[config.mk]
export PLATFORM = sky130hd
export DESIGN_NAME = iter_shift_unit
export DESIGN_NICKNAME = d
export VERILOG_FILES = /design/src/rtl/iter_shift_unit.sv
export SDC_FILE = /design/constraint.sdc
export NUM_CORES = 1
export LEC_CHECK = 0
export ABC_CLOCK_PERIOD_IN_PS = 3500
export BUFFER_PORTS_ARGS = -buffer_cell sky130_fd_sc_hd__clkbuf_2
export CORE_MARGIN = 2
export CORE_UTILIZATION = 58
export DETAILED_ROUTE_END_ITERATION = 12
export GPL_TIMING_DRIVEN = 0
export PLACE_DENSITY = 0.85
export SETUP_SLACK_MARGIN = 0.2
export SLEW_MARGIN = 25
export SYNTH_ARGS = -nofsm -noshare
export SYNTH_HDL_FRONTEND = slang
export SYNTH_SLANG_ARGS = --single-unit
[constraint.sdc]
create_clock -name Clock -period 3.5 [get_ports Clock]
set_input_delay 0.35 -clock Clock [delete_from_list [all_inputs] [get_ports Clock]]
set_output_delay 0.35 -clock Clock [all_outputs]
set_load 0.01 [all_outputs]
[src/rtl/iter_shift_unit.sv]
// -----------------------------------------------------------------------------
// iter_shift_unit
//   Multi-cycle shift/rotate unit that sits beside the datapath ALU. An
//   operation is captured on start and then advanced by up to STEP bit
//   positions per clock. The final value is published on result together with
//   a one-cycle done pulse, so the control sequencer can stall its T-step
//   until the shift completes.
//
// Ports
//   Clock    in   system clock, rising-edge
//   clear    in   asynchronous active-high reset
//   start    in   request, sampled only while idle
//   op       in   3'b000 SHR, 001 SHRA, 010 SHL, 011 ROR, 100 ROL, else PASS
//   data_in  in   operand (WIDTH)
//   shamt    in   shift amount (SHAMT_W), taken modulo WIDTH
//   busy     out  high while an operation is in progress
//   done     out  one-cycle completion pulse
//   result   out  last completed result, held until the next completion
// -----------------------------------------------------------------------------
module iter_shift_unit #(
  parameter int WIDTH   = 32,
  parameter int SHAMT_W = 5,
  parameter int STEP    = 1
) (
  input  logic               Clock,
  input  logic               clear,
  input  logic               start,
  input  logic [2:0]         op,
  input  logic [WIDTH-1:0]   data_in,
  input  logic [SHAMT_W-1:0] shamt,
  output logic               busy,
  output logic               done,
  output logic [WIDTH-1:0]   result
);

  localparam logic [0:0] S_IDLE = 1'b0;
  localparam logic [0:0] S_RUN  = 1'b1;

  localparam logic [2:0] OP_SHR  = 3'b000;
  localparam logic [2:0] OP_SHRA = 3'b001;
  localparam logic [2:0] OP_SHL  = 3'b010;
  localparam logic [2:0] OP_ROR  = 3'b011;
  localparam logic [2:0] OP_ROL  = 3'b100;

  // One extra bit so that STEP == WIDTH is representable.
  localparam logic [SHAMT_W:0] STEP_W  = (SHAMT_W+1)'(STEP);
  localparam logic [SHAMT_W:0] WIDTH_W = (SHAMT_W+1)'(WIDTH);

  logic [0:0]         state_q,  state_d;
  logic [2:0]         op_q,     op_d;
  logic [WIDTH-1:0]   work_q,   work_d;
  logic [SHAMT_W-1:0] rem_q,    rem_d;
  logic               busy_q,   busy_d;
  logic               done_q,   done_d;
  logic [WIDTH-1:0]   result_q, result_d;

  logic [SHAMT_W:0]   rem_ext;
  logic [SHAMT_W:0]   step_amt;
  logic [WIDTH-1:0]   shifted;
  logic               is_pass;

  assign is_pass  = (op > OP_ROL);
  assign rem_ext  = {1'b0, rem_q};
  // Bits moved this cycle: min(STEP, remaining). Never zero while shifting,
  // so the rotate complement (WIDTH - step_amt) stays below WIDTH.
  assign step_amt = (rem_ext > STEP_W) ? STEP_W : rem_ext;

  // One partial step of the captured operation.
  // NOTE: every signal assigned in an always_comb gets a default first, so no
  // path through the case leaves it unassigned and no latch is inferred.
  always_comb begin
    shifted = work_q;
    case (op_q)
      OP_SHR:  shifted = work_q >> step_amt;
      // An arithmetic shift keeps bit WIDTH-1 unchanged, so repeating it
      // always replicates the original sign bit.
      OP_SHRA: shifted = $unsigned($signed(work_q) >>> step_amt);
      OP_SHL:  shifted = work_q << step_amt;
      OP_ROR:  shifted = (work_q >> step_amt) | (work_q << (WIDTH_W - step_amt));
      OP_ROL:  shifted = (work_q << step_amt) | (work_q >> (WIDTH_W - step_amt));
      default: shifted = work_q;
    endcase
  end

  always_comb begin
    state_d  = state_q;
    op_d     = op_q;
    work_d   = work_q;
    rem_d    = rem_q;
    busy_d   = busy_q;
    done_d   = 1'b0;
    result_d = result_q;
    case (state_q)
      S_IDLE: begin
        if (start) begin
          op_d    = op;
          work_d  = data_in;
          rem_d   = is_pass ? '0 : shamt;
          busy_d  = 1'b1;
          state_d = S_RUN;
        end
      end
      default: begin
        if (rem_q != '0) begin
          work_d = shifted;
          rem_d  = rem_q - step_amt[SHAMT_W-1:0];
        end else begin
          // result is only ever written here, so partial values stay hidden.
          result_d = work_q;
          done_d   = 1'b1;
          busy_d   = 1'b0;
          state_d  = S_IDLE;
        end
      end
    endcase
  end

  // NOTE: state registers use non-blocking assignments so every flop samples
  // the pre-edge values regardless of statement order.
  always_ff @(posedge Clock or posedge clear) begin
    if (clear) begin
      state_q  <= S_IDLE;
      op_q     <= '0;
      work_q   <= '0;
      rem_q    <= '0;
      busy_q   <= 1'b0;
      done_q   <= 1'b0;
      result_q <= '0;
    end else begin
      state_q  <= state_d;
      op_q     <= op_d;
      work_q   <= work_d;
      rem_q    <= rem_d;
      busy_q   <= busy_d;
      done_q   <= done_d;
      result_q <= result_d;
    end
  end

  assign busy   = busy_q;
  assign done   = done_q;
  assign result = result_q;

endmodule

* Yosys cells after proc, flatten, opt, wreduce, memory -nomap -nowiden
Index checks and enable logic that the tools add are counted.
Word-level totals: flip-flop bits (word level) 75, input port bits 43, output and inout bits 34, logic and storage cells 52
Cells by class: add/subtract/negate cells 2, magnitude comparators 2, equal/unequal tests 7, shift operators 5, mux-type cells 17, bitwise operators 4, reduce and logical (&&, ||, !) cells 8
Operators with widths (count):
- $pmux W32 S5 | 1
- $mux W32 | 3
- $or A32 B32 Y32 | 2
- $shl A32 B5 Y32 | 1
- $shl A32 B6 Y32 | 1
- $shr A32 B5 Y32 | 1
- $shr A32 B6 Y32 | 1
- $sshr A32 B5 Y32 | 1
- $mux W5 | 5
- $mux W1 | 8
- $reduce_and A2 Y1 | 4
- $eq A3 B2 Y1 const B | 2
- $ne A6 B1 Y1 const B | 1
- $sub A6 B5 Y6 const A | 1
- $gt A5 B1 Y1 const B | 1
- $reduce_bool A5 Y1 | 1
- $sub A5 B5 Y5 | 1
- $eq A3 B1 Y1 const B | 1
- $eq A3 B3 Y1 const B | 1
- $gt A3 B3 Y1 const B | 1
- $logic_not A3 Y1 | 1
- $reduce_and A3 Y1 | 1
- $ne A2 B1 Y1 const B | 1
- $ne A2 B2 Y1 const B | 1
- other kinds (2) | 3

* Logic depth before layout (Yosys ltp)
depth after elaboration 8, mapped depth 13, depth with buffers taken out 9

* Worst setup path after synthesis
Ideal clock, no wire load.
kind register -> register, start point reg rem_q[1], end point reg work_q[12], library setup time 0.128 ns, arrival time 2.738 ns, required time 3.372 ns, setup slack 0.634 ns, stages on the path, launching flop included 12, path buffers 3, period minus slack after synthesis 2.866 ns, cells stage by stage dfrtp_1 -> buf_6 -> nor4_4 -> nand2_4 -> inv_2 -> buf_4 -> ha_1 -> clkinv_1 -> clkbuf_1 -> mux4_2 -> a221oi_1 -> nor3_1
Between the ends: longest elaborated chain between the ends 8, elaborated cells on any way between the ends 16, those cells by class add/sub: 1; order compare: 1; eq/ne: 1; shift: 5; mux: 4; bitwise: 2; reduce/logical: 2
Ends and longest elaborated chain:
- start: declaration | RTL line 52 | logic [SHAMT_W-1:0] rem_q, rem_d;
- start signal: assignment | RTL line 133 | rem_q <= rem_d;
- $gt A5 B1 Y1 | RTL line 66 | assign step_amt = (rem_ext > STEP_W) ? STEP_W : rem_ext;
- $mux W5 | RTL line 66
- $sub A6 B5 Y6 | RTL line 79, 80
- $shr A32 B6 Y32 / $shl A32 B6 Y32 (equally long branches) | RTL line 80, 79
- $or A32 B32 Y32 (on tied branches) | RTL line 80, 79
- $pmux W32 S5 | RTL line 73 | case (op_q)
- $mux W32 | RTL line 104 | if (rem_q != '0) begin
- $mux W32 | RTL line 93 | case (state_q)
- end signal: assignment | RTL line 132 | work_q <= work_d;
- end: declaration | RTL line 51 | logic [WIDTH-1:0] work_q, work_d;
Several ways; a longest one is shown, not always the timed one. The select of a mux whose other input is x is not followed. A chain may end at the register's enable or synchronous reset.

* Worst setup path in the final report
start point reg rem_q[2], end point reg work_q[31]
The elaborated chain is that of the path after synthesis.

==> flow_metrics.py <==
metrics = {
    "outcome": {
        "outcome": "complete, no violations",
    },
    "drt": {
        "vias": 5198,
        "met1Wirelength_um": 7120,
        "wl_met3_um": 2530,
        "postRouteAntennaNets": 0,
        "drt_iter0_drc": 689,
        "wl_met2_um": 8470,
        "vias_per_cell": 7.23,
        "routed_wl_um": 19100,
        "drtPass1Iterations": 5,
        "drc": 0,
        "top_layer": "met4",
        "wl_per_cell_um": 26.6,
    },
    "cts": {
        "clk_pin_slew_ns": 0.10,
        "clock_latency_ns": 0.37,
        "holdBufCountCts": 0,
        "cts-root-buf": "clkbuf_8",
        "numCtsBuffers": 9,
        "tritoncts": "yes",
        "cts_max_level": 3,
        "clk_path_buf_depth": 2,
        "cts_sinks": 75,
    },
    "logic_synthesis": {
        "synth_xor_area_frac": 0.00336,
        "ys_top_cells_by_area": "dfrtp_1 (36%), mux4_2 (16%), mux2_2 (8.0%)",
        "synth_area_per_cell_sq_um": 10.2,
        "synthAdderAreaFrac": 0.00480,
        "syn_nets": 558,
        "synth_edf_count": 0,
        "synth_compound_area_frac": 0.182,
        "synth.most_common_cell": "dfrtp_1",
        "ys_seq_area_frac": 0.360,
        "ys.flop_type": "dfrtp_1",
        "yosysWarnings": 0,
        "syn_inst": 513,
        "syn-cell-area_sq_um": 5220,
        "ys_ff_latch": 75,
        "synth-simple-area-share": 0.138,
        "yosys.area.top_type": "dfrtp_1",
        "synth_commonest_cells": "dfrtp_1 (75), clkbuf_1 (40), mux2_2 (37)",
        "async_reset_ff_frac": 1.00,
        "synth_top_area_frac": 0.360,
        "synth_cell_type_count": 61,
        "synth_top_family_by_area": "multiplexers",
        "synthMuxAreaShare": 0.251,
    },
    "placement": {
        "dp_hpwl_um": 13300,
        "place_congestion": 1.00,
        "io_buffers": 76,
        "placed_cells": 698,
        "post_dp_cell_area_sq_um": 5760,
    },
    "cells_and_area": {
        "area_growth_pct": 16.3,
        "antenna_cells": 0,
        "nets": 651,
        "fin_cells": 719,
        "drive_above_1_share": 0.347,
        "fin_area_sq_um": 6070,
    },
    "timing": {
        "fin_crit_sh": 0.889,
        "layout_min_cycle_time_ns": 3.11,
        "worstMarginPinSlew_ns": 0.812,
        "drv_slew": 0,
        "finalSetupTns_ns": 0,
        "rsz0062_at_grt": "no",
        "clock_skew_ns": 0.0148,
        "clock.fmax_mhz": 321,
        "hold_slack_ns": 0.0102,
        "finalHoldViolations": 0,
        "finalSetupViolations": 0,
        "maxSlewHeadroom": 0.457,
    },
    "global_route": {
        "grt_pass1_vias": 4959,
        "grt_pass1_wl_um": 29700,
        "grt_start_max_net_pins": 40,
        "grt_util_all_layers": 0.404,
        "antenna_found_initial": 0,
        "grt_overflow_total": 0,
    },
    "die": {
        "num_rows": 34,
        "dieArea_sq_um": 9770,
        "coreArea_sq_um": 8720,
        "fp.dieW_um": 98.9,
        "pin_count": 77,
        "die_y_um": 98.9,
        "initial_utilization": 0.598,
    },
    "setup_path": {
        "cp.arrival_ns": 3.37,
        "cp.required_ns": 3.76,
        "crit_type": "reg -> reg",
        "worstSetupStartpointType": "register",
        "crit_path_end_kind": "register",
        "cp_max_fo": 10,
    },
    "power": {
        "finalPower_mw": 6.78,
        "powerDensity_nw_per_um2": 1120,
        "ir_worst_vdd_mv": 0.524,
        "p_leak_nw": 2.46,
    },
    "min_path": {
        "hp-class": "in -> async",
    },
    "flow_run": {
        "cap_viol_max_count": 0,
    },
}
==> final timing paths <==
check,start,end,slack [ns],cells past startpoint
worst min-delay path,clear,result[20],0.01,2
worst min register to register,result[13],result[13],0.49,2
max in group asynchronous,clear,work_q[25],2.89,3
min in group Clock,op[1],op_q[1],0.19,3
worst max register to register,rem_q[2],work_q[31],0.39,12
worst max-delay path,rem_q[2],work_q[31],0.39,12
==> power breakdown <==
group | internal, mW | total, mW | switching, mW
Sequential | 1.31 | 1.81 | 0.504
Combinational | 1.73 | 4.10 | 2.37
Clock | 0.500 | 0.872 | 0.372
==> through the flow <==
step / util / setup slack (ns)
2_1_floorplan: - / 0.634
3_3_place_gp: 0.658 / -0.193
3_5_place_dp: 0.660 / -0.181
4_1_cts: 0.690 / 0.148
5_1_grt: 0.696 / 0.246
6_report: 0.696 / 0.388
==> layer usage <==
layer,up-vias,global-route usage
li1,2144,-
met1,2484,0.580
met2,476,0.591
met3,94,0.0801
met5,-,0
met4,0,0.197
==> critical path, cell delays in order (launching register included) <==
cell,delay [ns]
dfrtp_2,0.48
nor4_4,0.40
nand2_4,0.15
inv_2,0.16
buf_6,0.19
ha_1,0.30
buf_2,0.25
clkbuf_4,0.27
mux2i_1,0.21
nand2_1,0.10
o31ai_1,0.09
o21ai_0,0.18
a22o_1,0.23
==> area by class of cell <==
| class | instances | area, sq um |
|---|---|---|
| well taps | 108 | 135 |
| plain buffers | 59 | 290 |
| repair buffers | 82 | 438 |
| fillers | 672 | 2650 |
| flip-flops and latches | 75 | 1880 |
| clock buffers | 11 | 141 |
| clock inverters | 5 | 108 |
| inverters | 11 | 47.5 |
| multi-input cells | 368 | 3030 |
==> cell usage in the layout, fill, tap and decap left out, types with 4 or more instances in the layout <==
master and instances:
o2111ai_1 8, buf_2 10, inv_1 7, buf_6 6, o21ai_0 35, clkbuf_8 10, a21oi_1 34, nor3_1 33
mux2i_1 8, mux4_2 36, a22oi_1 6, dfrtp_1 74, a41oi_1 4, mux2_2 37, o211a_1 4, a31oi_1 11
clkbuf_2 79, nor2_1 31, clkbuf_1 36, nand2_1 34, or3_1 16, a211oi_1 4, nand3_1 9, buf_4 5
a221oi_1 4, and3_1 5
==> state kept, by name (all words and copies together) (netlist names) <==
name and count:
result 32, done 1, op_q 3, work_q 32, state_q 1, busy 1, rem_q 5
==> logic make-up (layout without fill, tap and decap cells) <==
kind of cell / Yosys count / after routing
compound gates: 139 / 139
flops: 75 / 75
other cells: 1 / 1
buf+inv: 70 / 168
mux: 81 / 81
xor+xnor: 2 / 2
fa+ha+maj: 2 / 2
simple gates: 143 / 143
==> repair_timing <==
| action | CTS | global route |
|---|---|---|
| setup endpoints to repair | 21 | 17 |
| buffers inserted | 0 | 5 |
| pin swaps | 0 | 2 |
| resized for setup | 8 | 5 |
Power figures use the tool's default switching activity.
